**config.mk**
```make
export PLATFORM = sky130hd
export DESIGN_NAME = instr_fetch_stage
export DESIGN_NICKNAME = d
export VERILOG_FILES = /design/src/rtl/instr_fetch_stage.sv
export SDC_FILE = /design/constraint.sdc
export NUM_CORES = 1
export LEC_CHECK = 0
export CORE_MARGIN = 5
export CORE_UTILIZATION = 23
export DETAILED_ROUTE_END_ITERATION = 8
export PLACE_DENSITY = 0.49
export REMOVE_ABC_BUFFERS = 1
export SKIP_LAST_GASP = 1
export SLEW_MARGIN = 15
export SYNTH_ARGS = -nofsm -noshare
export SYNTH_HDL_FRONTEND = slang
export SYNTH_SLANG_ARGS = --single-unit
```
**constraint.sdc**
```tcl
create_clock -name clock -period 9.5 [get_ports clock]
set_input_delay 0.95 -clock clock [delete_from_list [all_inputs] [get_ports clock]]
set_output_delay 0.95 -clock clock [all_outputs]
set_load 0.05 [all_outputs]
```
**src/rtl/instr_fetch_stage.sv**
```systemverilog
// rtl/instr_fetch_stage.sv - instruction fetch stage with 2-entry prefetch FIFO and IF/ID register
module instr_fetch_stage #(
  parameter logic [31:0] RESET_PC = 32'h0000_0000,
  parameter logic [31:0] NOP_IR   = 32'h0000_0020
) (
  input  logic        clock,
  input  logic        reset,
  output logic        imem_req,
  output logic [31:0] imem_addr,
  input  logic        imem_gnt,
  input  logic        imem_rvalid,
  input  logic [31:0] imem_rdata,
  input  logic        stall,
  input  logic        redirect,
  input  logic [31:0] redirect_pc,
  output logic [31:0] ifid_ir,
  output logic [31:0] ifid_pc,
  output logic        ifid_valid
);

  // Fetch state
  logic [31:0] fpc_q, fpc_d;
  logic        out_q, out_d;
  logic        sq_q, sq_d;
  logic [31:0] rec_q, rec_d;

  // Prefetch FIFO: entry 0 is always the head, entry 1 the tail
  logic [1:0]  cnt_q, cnt_d;
  logic [31:0] ent0_ir_q, ent0_ir_d;
  logic [31:0] ent0_pc_q, ent0_pc_d;
  logic [31:0] ent1_ir_q, ent1_ir_d;
  logic [31:0] ent1_pc_q, ent1_pc_d;

  // IF/ID register
  logic [31:0] ifid_ir_q, ifid_ir_d;
  logic [31:0] ifid_pc_q, ifid_pc_d;
  logic        ifid_valid_q, ifid_valid_d;

  logic        accept;
  logic        resp;
  logic        pop;
  logic [1:0]  cnt_mid;
  logic        unused_pc_bits;

  // The low bits of the redirect target are ignored; the target is forced word aligned
  assign unused_pc_bits = ^redirect_pc[1:0];

  // Issue only with nothing outstanding and room guaranteed for the response
  assign imem_req   = ~out_q & ~redirect & ~reset & (cnt_q != 2'd2);
  assign imem_addr  = fpc_q;
  assign ifid_ir    = ifid_ir_q;
  assign ifid_pc    = ifid_pc_q;
  assign ifid_valid = ifid_valid_q;

  // Next-state: redirect flushes everything, otherwise pop to IF/ID, push responses, issue requests
  always_comb begin
    fpc_d        = fpc_q;
    out_d        = out_q;
    sq_d         = sq_q;
    rec_d        = rec_q;
    cnt_d        = cnt_q;
    ent0_ir_d    = ent0_ir_q;
    ent0_pc_d    = ent0_pc_q;
    ent1_ir_d    = ent1_ir_q;
    ent1_pc_d    = ent1_pc_q;
    ifid_ir_d    = ifid_ir_q;
    ifid_pc_d    = ifid_pc_q;
    ifid_valid_d = ifid_valid_q;
    accept       = imem_req & imem_gnt;
    resp         = imem_rvalid & out_q;
    pop          = 1'b0;
    cnt_mid      = cnt_q;

    if (redirect) begin
      fpc_d        = {redirect_pc[31:2], 2'b00};
      cnt_d        = 2'd0;
      ifid_ir_d    = NOP_IR;
      ifid_valid_d = 1'b0;
      // A response still in flight belongs to the old path and must be dropped on arrival
      sq_d         = out_q & ~imem_rvalid;
      out_d        = out_q & ~imem_rvalid;
    end else begin
      if (!stall) begin
        if (cnt_q != 2'd0) begin
          ifid_ir_d    = ent0_ir_q;
          ifid_pc_d    = ent0_pc_q;
          ifid_valid_d = 1'b1;
          pop          = 1'b1;
        end else begin
          ifid_ir_d    = NOP_IR;
          ifid_valid_d = 1'b0;
        end
      end

      if (pop) begin
        ent0_ir_d = ent1_ir_q;
        ent0_pc_d = ent1_pc_q;
        cnt_mid   = cnt_q - 2'd1;
      end

      if (resp) begin
        out_d = 1'b0;
        if (sq_q) begin
          sq_d = 1'b0;
        end else if (cnt_mid == 2'd0) begin
          ent0_ir_d = imem_rdata;
          ent0_pc_d = rec_q;
          cnt_mid   = 2'd1;
        end else begin
          ent1_ir_d = imem_rdata;
          ent1_pc_d = rec_q;
          cnt_mid   = 2'd2;
        end
      end
      cnt_d = cnt_mid;

      if (accept) begin
        rec_d = fpc_q;
        fpc_d = fpc_q + 32'd4;
        out_d = 1'b1;
      end
    end
  end

  // State registers with asynchronous reset
  always_ff @(posedge clock or posedge reset) begin
    if (reset) begin
      fpc_q        <= RESET_PC;
      out_q        <= 1'b0;
      sq_q         <= 1'b0;
      rec_q        <= 32'd0;
      cnt_q        <= 2'd0;
      ent0_ir_q    <= 32'd0;
      ent0_pc_q    <= 32'd0;
      ent1_ir_q    <= 32'd0;
      ent1_pc_q    <= 32'd0;
      ifid_ir_q    <= NOP_IR;
      ifid_pc_q    <= 32'd0;
      ifid_valid_q <= 1'b0;
    end else begin
      fpc_q        <= fpc_d;
      out_q        <= out_d;
      sq_q         <= sq_d;
      rec_q        <= rec_d;
      cnt_q        <= cnt_d;
      ent0_ir_q    <= ent0_ir_d;
      ent0_pc_q    <= ent0_pc_d;
      ent1_ir_q    <= ent1_ir_d;
      ent1_pc_q    <= ent1_pc_d;
      ifid_ir_q    <= ifid_ir_d;
      ifid_pc_q    <= ifid_pc_d;
      ifid_valid_q <= ifid_valid_d;
    end
  end

endmodule

```
==> results.md <==
- CP Launch Type: input pin
- Area of the mapped netlist: 10800 sq um
- Static leakage power: 6.35 nW
- Peak fanout along the critical path: 4
- Critical path's most frequent cell: clkdlybuf4s50_1
- GRT overflow: 0
- NumNets Final: 1268
- Root Buffer: clkbuf_16
- Buffer count from post-CTS setup fixing: 0
- Max stage delay on crit path: 0.87 ns
- Hold Crit Class: reg2reg
- Row count: 79
- # fillers: 4881
- RSZ-0062 raised after global routing: false
- Fraction of layout cells with a size suffix above 1: 0.120
- HPWL Detailed: 18.8 mm
- Final Max Tran Viols: 0
- F_max: 273 MHz
- Slowest-stage cell, CP: clkdlybuf4s50_1
- DP Worst Slack: 5.58 ns
- Final hold vios: 0
- Switch Pwr: 0.00143 W
- Number of synthesized flops with an enable pin: 0
- First-pass GRT wire length: 50.1 mm
- CTS Buffer Depth: 3
- Slew headroom: 0.270
- Internal power: 0.00262 W
- Worst clock skew: 0.00725 ns
- Power Density: 290 nW/um^2
- Status: completed
- Initial antenna violation count: 0
- DIE HEIGHT: 226 um
- VDD IR max: 0.106 mV
- Most frequent cells in the layout: 254 x dfrtp_1, 217 x nand2_1, 162 x clkdlybuf4s50_1
- Clock share of power: 0.299
- I/O Buffers: 163
- IO Pins: 168
- Max-cap violations: 0
- Vias in the first global route: 8341
- Post-Synthesis Cells: 1054
- DRC: 0
- CTS resizes: 0
- Endpoints failing setup: 0
- CP Class: in2out
- Antenna Violating Nets Remaining: 0
- CTS tree: built
- Netlist cell types: 52
- Slew @ Worst Pin: 1.09 ns
- Critical-path cell list: clkdlybuf4s50_1 -> nor4_4 -> clkdlybuf4s50_1
- GPL Wtd Cong: 0.697
- Combinational share of power: 0.289
- Starting Density: 0.232
- Clk sink count: 255
- Post-synth top flop: dfrtp_1
- Fin crit share: 0.386
- Iter 0 DRT Violations: 580
- Total Wirelength: 31.9 mm
- Critical Path Sink Type: output port
- Critical path data arrival time: 2.71 ns
- GRT Resource Usage Total: 0.122
- Clock slew at reported path FFs: 0.06 ns
- Switching power share of the total: 0.352
- Num CTS Buffers: 31
- FFs w/ async S/R, synth: 1.00
- Period minus WS final: 3.66 ns
- Core ar.: 46500 sq um
- TNS Setup: 0 ns
- Most common cell after layout, fill and taps aside: dfrtp_1
- DR vias/cell: 4.51
- Ant. Diodes: 0
- Via count: 8231
- Worst-Skew Late Latency: 0.57 ns
- YS warnings: 0
- Wire per inst: 17.5 um
- Critical path data required time: 8.55 ns
- Seq pwr share: 0.412
- DR pass1 iterations: 5
- Die footprint: 51300 sq um
- Syn Area/Cell: 10.2 sq um
- Seq cells post-synth: 255
- Synth-to-Final Area Change: 29.6%
- Largest net degree at the start of global routing: 122
- H-Tree Depth: 1
- Setup WS post-layout: 5.84 ns
- Register area share after synthesis: 0.593
- Hold-fix buffers, CTS: 0
- Die W: 226 um
==> synthesized netlist by cell type, types with 2 or more instances <==
cell      instances  area [sq um]
ha_1              3          37.5
nor2_1          142           533
buf_6            12           135
a22o_1           31           272
nand4_1           5          31.3
buf_4             4          30.0
a41oi_1           2          17.5
mux2_2           62           698
o311ai_0          6          52.6
o211ai_1         10          75.1
buf_2            20           100
a31oi_1           6          37.5
o311ai_1          8          70.1
a221o_1           2          20.0
buf_1             3          11.3
inv_1            10          37.5
clkbuf_1         28           105
or4_1             6          45.0
nand3_2           2          20.0
mux2i_1           2          20.0
nand2_1         219           822
nand3_1          16          80.1
a21oi_1           8          40.0
nor3_1          127           636
dfrtp_1         254          6360
a32oi_1           2          17.5
and2_1            7          43.8
and4_1            2          17.5
a22oi_1           6          45.0
and3_1            8          50.1
o21ai_0          20           100
==> stage by stage <==
stage | hold slack [ns] | instances | cell area [sq um] | utilization | power [W]
finish | 0.455 | 1826 | 14000 | 0.300 | 0.00405
global route | 0.478 | 1826 | 14000 | 0.300 | 0.00430
CTS | 0.456 | 1826 | 14000 | 0.300 | 0.00412
detailed placement | 0.444 | 1769 | 12900 | 0.278 | 0.00288
global placement | 0.447 | 1769 | 12900 | 0.278 | 0.00285
floorplan | 0.430 | 988 | 10400 | - | 0.00245
==> routing by layer <==
metal	up-vias	GRT usage	part of all wire
met5	-	0	0
met4	0	0.0279	0.017
met3	39	0.0262	0.060
met2	200	0.192	0.45
met1	4093	0.174	0.48
li1	3899	-	-
==> kinds of logic after synthesis <==
family,share of synthesized area
buf+inv,0.0393
fa+ha+maj,0.00349
simple gates,0.222
flops,0.593
mux,0.0688
other cells,0.000348
compound gates,0.0724
xor+xnor,0.000813
==> power by group through the flow <==
stage | registers, W | logic (W) | clock network, W
2_1_floorplan | 0.00195 | 0.000506 | 0
3_3_place_gp | 0.00167 | 0.00117 | 0
4_1_cts | 0.00167 | 0.00119 | 0.00126
3_5_place_dp | 0.00169 | 0.00119 | 0
6_report | 0.00167 | 0.00117 | 0.00121
5_1_grt | 0.00172 | 0.00128 | 0.00130
==> sequential cells by signal (all words and copies together) (netlist names) <==
register / flops
rec_q: 30
ifid_ir: 32
ent1_pc_q: 30
ent0_pc_q: 32
ifid_pc: 32
cnt_q: 2
sq_q: 1
out_q: 1
imem_addr: 30
ifid_valid: 1
ent0_ir_q: 32
ent1_ir_q: 32
==> worst paths after layout <==
kind / cells after the start / slack [ns] / from / endpoint
worst max-delay path: 3 / 5.84 / reset / imem_req
worst min-delay path: 2 / 0.46 / ent0_pc_q[1]$_DFFE_PP0N_ / ifid_pc[1]$_DFFE_PP0P_
worst max register to register: 8 / 6.54 / cnt_q[0]$_DFF_PP0_ / ent0_ir_q[17]$_DFFE_PP0N_
worst min register to register: 2 / 0.46 / ent0_pc_q[1]$_DFFE_PP0N_ / ifid_pc[1]$_DFFE_PP0P_
max in group asynchronous: 3 / 7.01 / reset / ent0_pc_q[3]$_DFFE_PP0N_
min in group asynchronous: 2 / 1.05 / reset / imem_addr[5]$_DFFE_PP0P_
==> cell type report <==
| type | count | area [sq um] | area share |
|---|---|---|---|
| flip-flops and latches | 255 | 6380 | 0.457 |
| multi-input cells | 722 | 4010 | 0.287 |
| repair buffers | 174 | 1710 | 0.122 |
| clock buffers | 47 | 936 | 0.0671 |
| well taps | 607 | 759 | 0.0544 |
| clock inverters | 10 | 110 | 0.00789 |
| inverters | 11 | 48.8 | 0.00350 |
==> critical path: cells and delay by family <==
| kind | cells | cell delay [ns] |
|---|---|---|
| simple gates | 1 | 0.35 |
| buf+inv | 2 | 1.41 |
Note: power is estimated with default switching activity, not from simulation.
==> RTL change, RTL diff (same settings) <==
Reset style: synchronous (`reset`), changed in one clocked block. Comments in the files are not updated.
--- a/src/rtl/instr_fetch_stage.sv
+++ b/src/rtl/instr_fetch_stage.sv
@@ -124,5 +124,5 @@
 
   // State registers with asynchronous reset
-  always_ff @(posedge clock or posedge reset) begin
+  always_ff @(posedge clock) begin
     if (reset) begin
       fpc_q        <= RESET_PC;
Function: differs if reset is asserted again (counterexample within 4 cycles, from zero or initial values and one cycle with reset high); with reset held inactive, the same outputs for 4 cycles.
==> RTL change against the unedited design <==
Via count up 18%; design area down 5.1%; global-route usage up 1.7 points; sequential cell count unchanged; setup slack worse by 190 ps; first-iteration DRC count down 3.4%; synthesized cell count up 22%; synthesized area down 4.0%; routed wire length up 13%; non-clock buffer count up 4; fmax down 5.0%; largest cell class unchanged; highest routed layer is now met5.
Power is not compared: it rests on default switching activity, and its combinational part moved more than twofold at a synthesized area within 25%.
==> RTL change: results (changes against the unedited design) <==
Global route
  – First-pass GRT wire length: 56,170 um (was 50,090 um)
  – GRT Util Overall: 13.97% (was 12.23%)
  – Largest net degree at the start of global routing: 87 (was 122)
  – Met3 Use GR: 3.866% (was 2.615%)
  – Met1 usage: 19.39% (was 17.39%)

Logic synthesis
  – Netlist cell types: 57 (was 52)
  – XOR/XNOR Fraction of Synth Area: 0.08474% (was 0.08132%)
  – Post-synthesis adder-cell area fraction: 0.3632% (was 0.3485%)
  – Async SR Flop Fraction: 0% (was 100.0%)
  – Post-synth top flop: dfxtp_1 (was dfrtp_1)
  – Most frequent cells after synthesis: nand2_1 (277), dfxtp_1 (255), nor2_1 (169) (was dfrtp_1 (254), nand2_1 (219), nor2_1 (142))
  – Post-synthesis compound-gate area fraction: 19.21% (was 7.237%)

Status
  – Status: finished clean (unchanged)

Route
  – Top sig layer: met5 (was met4)
  – Routed wl met3: 2378 um (was 1918 um)
  – DRT met1 WL: 17,100 um (was 15,250 um)
  – Iteration-0 DRC Markers: 560 (was 580)
  – Routed len/inst: 18.15 um (was 17.48 um)
  – DR WL met2: 16,080 um (was 14,220 um)
  – DR vias: 9,727 (was 8,231)

STA
  – Worst Tran Pin Value: 1001 ps (was 1095 ps)
  – Fin Clk Skew: 11.66 ps (was 7.253 ps)
  – Fin crit share: 40.59% (was 38.56%)

Placed design
  – Pre-CTS WS: 5426 ps (was 5575 ps)
  – Gp weighted congestion: 0.7878 (was 0.6970)
  – Hpwl dp: 21,480 um (was 18,820 um)
  – Post-placement cell area: 12,370 sq um (was 12,910 sq um)

Layout
  – Fillers: 4,805 (was 4,881)
  – Share of cells above drive strength 1: 5.172% (was 11.98%)
  – Nets@finish: 1,449 (was 1,268)

CTS
  – Clock buffer count from CTS: 29 (was 31)

Worst setup path
  – Critical Path Start: redirect (was reset)
  – Flop2flop setup slack: 6190 ps (was 6540 ps)
  – Crit path max fanout: 31 (was 4)

Pwr
  – Switching Fraction: 24.47%
==> RTL change: changes by cell type after synthesis, sizes merged, moves of 12 or more <==
cell	delta
a2111oi	+62
a21oi	+125
a22o	-31
a22oi	+26
buf	-13
clkbuf	+64
dfrtp	-254
dfxtp	+255
mux2	-61
nand2	+59
nor2	+26
nor3	-125
nor4	+61
or3	+12
==> RTL change: area by class of cell <==
class                   instances  share of cell area [%]
clock inverters                 3                  0.1134
well taps                     592                   5.595
flip-flops and latches        255                   38.56
inverters                      14                  0.4347
multi-input cells             898                   35.73
clock buffers                  44                   6.436
repair buffers                178                   13.13
==> RTL change: through the flow <==
step,hold slack [ps],instances,util [%]
floorplan,421.3,1167,-
global placement,441.8,1937,27.92
detailed placement,446.9,1937,27.92
CTS,454.7,1984,29.87
global route,468.2,1984,29.87
finish,451.9,1984,29.87
==> RTL change: critical path, stage by stage <==
cell and delay [ps]:
buf_4 240, or4_4 700, clkinv_4 160, clkdlybuf4s50_1 830
